[config.mk]
export PLATFORM = sky130hd
export DESIGN_NAME = clb_cfg_sequencer
export DESIGN_NICKNAME = d
export VERILOG_FILES = /design/src/rtl/tiny_fpga_pkg.sv /design/src/rtl/cfg_timeout_counter.sv /design/src/rtl/clb_cfg_sequencer.sv
export SDC_FILE = /design/constraint.sdc
export NUM_CORES = 1
export LEC_CHECK = 0
export CAP_MARGIN = 20
export CORE_ASPECT_RATIO = 1.5
export CORE_MARGIN = 1
export CORE_UTILIZATION = 42
export CTS_CLUSTER_DIAMETER = 60
export DETAILED_ROUTE_END_ITERATION = 6
export PLACE_DENSITY_LB_ADDON = 0.15
export SYNTH_ARGS = -nofsm -noshare
export SYNTH_HDL_FRONTEND = slang
export SYNTH_SLANG_ARGS = --single-unit
[constraint.sdc]
create_clock -name clk -period 1.8 [get_ports clk]
set_input_delay 0.36 -clock clk [delete_from_list [all_inputs] [get_ports clk]]
set_output_delay 0.36 -clock clk [all_outputs]
set_load 0.02 [all_outputs]
[src/rtl/tiny_fpga_pkg.sv]
// rtl/tiny_fpga_pkg.sv - shared types and helpers for the tiny FPGA fabric
package tiny_fpga_pkg;

   // Configuration sequencer states, 3-bit encoded
   typedef enum logic [2:0] {
      SEQ_IDLE   = 3'd0,
      SEQ_SELECT = 3'd1,
      SEQ_STREAM = 3'd2,
      SEQ_WAIT   = 3'd3,
      SEQ_NEXT   = 3'd4,
      SEQ_DONE   = 3'd5,
      SEQ_ERROR  = 3'd6
   } t_cfg_seq_state;

   // Bits needed to index 'value' items, never less than one so a
   // single-item array still gets a real port
   function automatic int clog2_min1(input int value);
      int width;
      width = 1;
      while ((64'd1 << width) < 64'(value)) begin
         width = width + 1;
      end
      return width;
   endfunction

endpackage

[src/rtl/cfg_timeout_counter.sv]
// rtl/cfg_timeout_counter.sv - per-CLB ready timeout counter
module cfg_timeout_counter
   import tiny_fpga_pkg::*;
#(
   parameter int TIMEOUT_CYCLES = 255
) (
   input  logic clk,
   input  logic rst,
   input  logic clear,
   input  logic enable,
   output logic expired
);

   localparam int            CW    = $clog2(TIMEOUT_CYCLES) + 1;
   localparam logic [CW-1:0] LIMIT = CW'(TIMEOUT_CYCLES - 1);

   logic [CW-1:0] count;

   // Clear wins over enable; the count parks at the limit instead of wrapping
   always_ff @(posedge clk or posedge rst) begin
      if (rst) begin
         count <= '0;
      end else if (clear) begin
         count <= '0;
      end else if (enable && !expired) begin
         count <= count + CW'(1);
      end
   end

   assign expired = (count == LIMIT);

endmodule

[src/rtl/clb_cfg_sequencer.sv]
// rtl/clb_cfg_sequencer.sv - walks the CLB array, routing one bitstream frame to each
module clb_cfg_sequencer
   import tiny_fpga_pkg::*;
#(
   parameter int  NUM_CLBS       = 4,
   parameter int  DATA_WIDTH     = 8,
   parameter int  TIMEOUT_CYCLES = 255,
   localparam int IDX_W          = clog2_min1(NUM_CLBS)
) (
   input  logic                  clk,
   input  logic                  rst,
   input  logic                  start,
   output logic                  busy,
   output logic                  done,
   output logic                  err,
   output logic [IDX_W-1:0]      cur_clb,
   input  logic [DATA_WIDTH-1:0] s_tdata,
   input  logic                  s_tvalid,
   input  logic                  s_tlast,
   output logic                  s_tready,
   output logic [DATA_WIDTH-1:0] m_tdata,
   output logic                  m_tlast,
   output logic [NUM_CLBS-1:0]   m_tvalid,
   input  logic [NUM_CLBS-1:0]   m_tready,
   output logic [NUM_CLBS-1:0]   clb_cfg,
   input  logic [NUM_CLBS-1:0]   clb_cfg_ready
);

   localparam logic [IDX_W-1:0] LAST_CLB = IDX_W'(NUM_CLBS - 1);

   t_cfg_seq_state         state;
   t_cfg_seq_state         state_next;
   logic [IDX_W-1:0]       clb_idx;
   logic [NUM_CLBS-1:0]    clb_sel;
   logic                   sel_tready;
   logic                   sel_cfg_ready;
   logic                   wait_expired;

   // One-hot select of the CLB being configured; avoids indexing past
   // NUM_CLBS when the index width covers more codes than CLBs
   assign clb_sel       = NUM_CLBS'(1) << clb_idx;
   assign sel_tready    = |(m_tready & clb_sel);
   assign sel_cfg_ready = |(clb_cfg_ready & clb_sel);

   // Data and last are broadcast unregistered; only valid is steered
   assign m_tdata = s_tdata;
   assign m_tlast = s_tlast;
   assign cur_clb = clb_idx;

   cfg_timeout_counter #(
      .TIMEOUT_CYCLES(TIMEOUT_CYCLES)
   ) u_timeout (
      .clk    (clk),
      .rst    (rst),
      .clear  (state != SEQ_WAIT),
      .enable (state == SEQ_WAIT),
      .expired(wait_expired)
   );

   // State register
   always_ff @(posedge clk or posedge rst) begin
      if (rst) begin
         state <= SEQ_IDLE;
      end else begin
         state <= state_next;
      end
   end

   // Next-state logic and all state-decoded outputs
   always_comb begin
      state_next = state;
      busy       = 1'b1;
      done       = 1'b0;
      s_tready   = 1'b0;
      m_tvalid   = '0;
      clb_cfg    = '0;
      case (state)
         SEQ_IDLE: begin
            busy = 1'b0;
            if (start) begin
               state_next = SEQ_SELECT;
            end
         end
         SEQ_SELECT: begin
            clb_cfg    = clb_sel;
            state_next = SEQ_STREAM;
         end
         SEQ_STREAM: begin
            s_tready = sel_tready;
            m_tvalid = s_tvalid ? clb_sel : '0;
            if (s_tvalid && sel_tready && s_tlast) begin
               state_next = SEQ_WAIT;
            end
         end
         SEQ_WAIT: begin
            // A ready arriving on the expiry cycle still counts as success
            if (sel_cfg_ready) begin
               state_next = SEQ_NEXT;
            end else if (wait_expired) begin
               state_next = SEQ_ERROR;
            end
         end
         SEQ_NEXT: begin
            state_next = (clb_idx == LAST_CLB) ? SEQ_DONE : SEQ_SELECT;
         end
         SEQ_DONE: begin
            done       = 1'b1;
            state_next = SEQ_IDLE;
         end
         SEQ_ERROR: begin
            state_next = SEQ_IDLE;
         end
         default: begin
            state_next = SEQ_IDLE;
         end
      endcase
   end

   // CLB index and sticky error: both restart on an accepted start; the
   // index is left on the failing CLB after a timeout
   always_ff @(posedge clk or posedge rst) begin
      if (rst) begin
         clb_idx <= '0;
         err     <= 1'b0;
      end else begin
         if (state == SEQ_IDLE && start) begin
            clb_idx <= '0;
            err     <= 1'b0;
         end else if (state == SEQ_NEXT && clb_idx != LAST_CLB) begin
            clb_idx <= clb_idx + IDX_W'(1);
         end
         if (state == SEQ_WAIT && state_next == SEQ_ERROR) begin
            err <= 1'b1;
         end
      end
   end

endmodule
# --- Word-level counts from Yosys, hierarchy flattened ---
# Index checks and enable logic that the tools add are counted.
totals:
  regBits: 15
  latchBits: 0
  ramBits: 0
  mem_bits_ro: 0
  input_bits: 21
  output_inout_bits: 23
  word_cells: 50
  mem_count: 0
op_classes:
  n_addsub: 2
  n_mul: 0
  n_div: 0
  order_cmp: 0
  eq_ne: 10
  n_shift: 1
  muxes: 18
  bitwise_logic: 2
  reduce_logical: 13
op_table:
  columns: ["cell", "n"]
  rows:
  - ["two-way mux 9 bit", 2]
  - ["two-way mux 3 bit", 5]
  - ["one-hot mux 3 bit (5 select lines)", 1]
  - ["two-way mux 4 bit", 3]
  - ["adder 9 x 1 -> 9 bit (second input constant)", 1]
  - ["== test 3 bit (second input constant)", 3]
  - ["== test 9 x 8 -> 1 bit (second input constant)", 1]
  - ["AND 4 bit", 2]
  - ["OR reduction 4 bit", 2]
  - ["== test 3 x 2 -> 1 bit (second input constant)", 2]
  - ["logical AND 1 bit", 6]
  - ["nonzero test 2 bit", 3]
  - ["two-way mux 1 bit", 5]
  - ["two-way mux 2 bit", 2]
  - ["<< shifter 1 x 2 -> 4 bit (first input constant)", 1]
  - ["== test 3 x 1 -> 1 bit (second input constant)", 1]
  - ["logical NOT 3 bit", 1]
  - ["!= test 3 x 2 -> 1 bit (second input constant)", 1]
  - ["adder 2 x 1 -> 2 bit (second input constant)", 1]
  - ["== test 2 bit (second input constant)", 1]
  - ["!= test 2 bit (second input constant)", 1]
  - ["logical NOT 1 bit", 1]

# --- Longest topological paths before layout ---
depth:
  word_depth: 10
  mapped_depth: 6
  mapped_depth_nobuf: 6

# --- Cells and area by module ---
# Synthesis repeated with hierarchy kept, for this count alone.
unflattened:
  hier_cells: 122
  area_unflattened_um2: 1178.6
by_module_without_submodules:
  columns: ["mod", "n_inst", "cells_each", "area_per_inst_um2", "seq_area_each_um2"]
  rows:
  - ["clb_cfg_sequencer", 1, 65, 631.9, 150.1]
  - ["cfg_timeout_counter", 1, 57, 546.8, 225.2]

# --- Worst setup path after synthesis ---
# OpenSTA, ideal clock, no wires.
synth_timing:
  path_kind: "register to output"
  from: "reg clb_idx[0], in the netlist cur_clb[0]"
  to: "out s_tready"
  arrival_time_ps: 1809
  required_ps: 1440
  path_slack_ps: -369
  stages_incl_launch_ff: 6
  n_path_buf: 1
  path_cell_list: "dfrtp_1 ha_1 clkbuf_1 a22oi_1 nand2_1 nor4bb_1"
synth_between:
  elab_chain_len: 4
synth_lines:
  columns: ["item", "line_no", "rtl"]
  rows:
  - ["start, declared", "clb_cfg_sequencer.sv:33", "logic [IDX_W-1:0] clb_idx;"]
  - ["start signal, assigned", "clb_cfg_sequencer.sv:130", "clb_idx <= clb_idx + IDX_W'(1);"]
  - ["<< shifter 1 x 2 -> 4 bit", "clb_cfg_sequencer.sv:41", "assign clb_sel = NUM_CLBS'(1) << clb_idx;"]
  - ["AND 4 bit", "clb_cfg_sequencer.sv:42", "assign sel_tready = |(m_tready & clb_sel);"]
  - ["OR reduction 4 bit", "clb_cfg_sequencer.sv:42", null]
  - ["two-way mux 1 bit", "clb_cfg_sequencer.sv:77", "case (state)"]
  - ["end, declared", "clb_cfg_sequencer.sv:20", "output logic s_tready,"]
# Every way passes these cells.

# --- Worst setup path in the final report ---
# Ends and elaborated chain as after synthesis.

==> impl_metrics.json <==
{
  "outcome": "complete, but fails checks",
  "violations": "setup timing",
  "port_buffers": 27,
  "power_leakage_uw": 0.000705,
  "mostFrequentLayoutCells": "buf_4 (17), dfrtp_1 (13), clkdlybuf4s50_1 (13)",
  "timing.fmax_mhz": 513,
  "diodes": 0,
  "final_core_util_pct": 65.7,
  "start_kind": "flip-flop",
  "dieArea_sq_um": 2740,
  "die_width_microns": 43.0,
  "die_y_microns": 63.6,
  "hold_violations": 0,
  "fin_crit_ns": 1.95,
  "synth_cells": 115,
  "cp_max_fo": 4,
  "arrival_ns": 1.59,
  "cts_buffers": 3,
  "pwr-share-comb_pct": 59.8,
  "place_ws_ns": -0.479,
  "fill_cells": 204,
  "p_clk_share_pct": 11.3,
  "clockBufferDepth": 2,
  "vdd_drop_max_uv": 676,
  "finalCritPeriodShare_pct": 108,
  "synth_cell_type_count": 42,
  "antenna_found_initial": 0,
  "maxCapViolCount": 0,
  "remaining_drc_errors": 0,
  "syn-num-nets": 142,
  "dr_total_vias": 957,
  "drt-pass1-iter-count": 4,
  "core_sq_um": 2310,
  "sw_frac_of_total_pct": 38.5,
  "place_congestion": 0.799,
  "worst_pin_slew_ns": 0.535,
  "crit_path_end_kind": "output pin",
  "power.internal_uw": 983,
  "cts_tree": "done",
  "insertion_delay_ns": 0.27,
  "ys_seq_area_share_pct": 35.4,
  "cts.htree.levels": 1,
  "total_power_uw": 1600,
  "setup-tns-final_ns": -0.263,
  "rsz0062_at_grt": "true",
  "ant_nets": 0,
  "pin_count": 44,
  "layout-drive-gt1-share_pct": 35.8,
  "viasPerCell": 5.50,
  "initialDrtViolationCount": 4,
  "min_path_type": "primary input to async pin",
  "cts_root_buf": "clkbuf_4",
  "hpwlAfterDp_microns": 1990,
  "wirelength_microns": 2600,
  "power.switching_uw": 616,
  "setup_viol": 3,
  "cp.required_ns": 1.44,
  "synth-async-reset-ratio_pct": 100,
  "grt_pass1_vias": 997,
  "p_seq_share_pct": 28.9,
  "slew_violations": 0,
  "cts.clk_slew.worst_paths_ns": 0.09,
  "ys_ff_latch": 15,
  "ys_warn_count": 0,
  "start_util_pct": 45.9,
  "ys.flop_type": "dfrtp_1",
  "nets": 179,
  "powerDensity_nw_per_um2": 1050,
  "cts.sinks": 15,
  "slew_headroom_pct": 64.3,
  "synth-edff-count": 0,
  "area_growth_pct": 43.2,
  "wl_per_cell_microns": 14.9,
  "final_common_cell": "buf_4",
  "grt_usage_pct": 20.4,
  "grt_max_degree": 16,
  "fin_ws_ns": -0.151,
  "grt.overflow.total": 0,
  "skew_ns": 0.00971,
  "synth_area_sq_um": 1060,
  "avgSynthCellArea_sq_um": 9.23,
  "path_class": "flip-flop to output pin",
  "rows": 21,
  "grt_pass1_wl_microns": 4300
}
-- worst max-delay path, cell delays in order (launching register included) --
cell and delay [ns]:
dfrtp_2 0.47, buf_6 0.14, ha_4 0.16, a22oi_2 0.14, nand2_1 0.09, nor4bb_4 0.15
buf_4 0.15
-- logic make-up after synthesis --
logic type	synth area share (%)
compound gates	13.4
xor+xnor	3.30
fa+ha+maj	7.08
buf+inv	10.5
flops	35.4
simple gates	30.3
-- through the flow --
stage                     hold slack, ns  instance area (sq um)  std cells
after floorplan                    0.261                   1080        115
after global placement             0.501                   1400        166
after detailed placement           0.489                   1400        166
after CTS                          0.433                   1450        174
after global routing               0.465                   1520        174
final                              0.421                   1520        174
-- power groups by stage --
stage          Combinational (uW)  Sequential, uW  Clock, uW
3_3_place_gp                  809             455          0
3_5_place_dp                  831             456          0
6_report                      956             463        181
4_1_cts                       875             448        190
5_1_grt                      1030             471        206
2_1_floorplan                 490             445          0
-- state kept, by name, indices dropped and copies added (netlist names) --
name and cells:
u_timeout.count 9, err 1, state 3, cur_clb 2
-- Yosys cell counts, drive strengths merged (3+ instances only) --
cell type | n | share of area [%]
a22o | 3 | 2.6
a22oi | 4 | 2.8
and2 | 8 | 4.7
buf | 11 | 7.3
clkbuf | 3 | 1.1
dfrtp | 15 | 35
ha | 6 | 7.1
inv | 6 | 2.1
nand2 | 8 | 2.8
nand3 | 3 | 2.6
nor2 | 11 | 4.1
nor3 | 3 | 1.4
o21ai | 3 | 1.4
xnor2 | 3 | 2.5
-- per-layer routing --
layer  vias to the layer above  GRT usage, %  wire [microns]
li1                        466             -               -
met1                       454          21.8             984
met2                        33          38.1            1460
met3                         4          2.58             106
met4                         0          9.09              42
met5                         -             0               0
-- what timing repair did --
| item | CTS | global route |
|---|---|---|
| hold buffers | 0 | 0 |
| gates resized for setup | 53 | 23 |
| endpoints found under the setup margin | 12 | 10 |
| pin swaps | 1 | 5 |
| buffers inserted | 4 | 1 |
-- layout make-up --
type / count / area, sq um / area share, %
sequential: 15 / 378 / 24.9
clock buffer: 4 / 26.3 / 1.73
inverter: 6 / 27.5 / 1.81
tap: 23 / 28.8 / 1.89
timing repair buffer: 46 / 407 / 26.8
multi-input combinational: 80 / 652 / 42.9
-- final timing paths --
kind / startpoint / to / slack [ns] / cells after the start
setup / recovery: cur_clb[0] / s_tready / -0.15 / 6
hold / removal: rst / u_timeout.count[0] / 0.42 / 2
setup reg to reg: cur_clb[1] / state[0] / 0.15 / 6
hold reg to reg: err / err / 0.53 / 1
max in group asynchronous: rst / cur_clb[0] / 1.00 / 2
min in group clk: err / err / 0.53 / 1
Power figures use the tool's default switching activity.
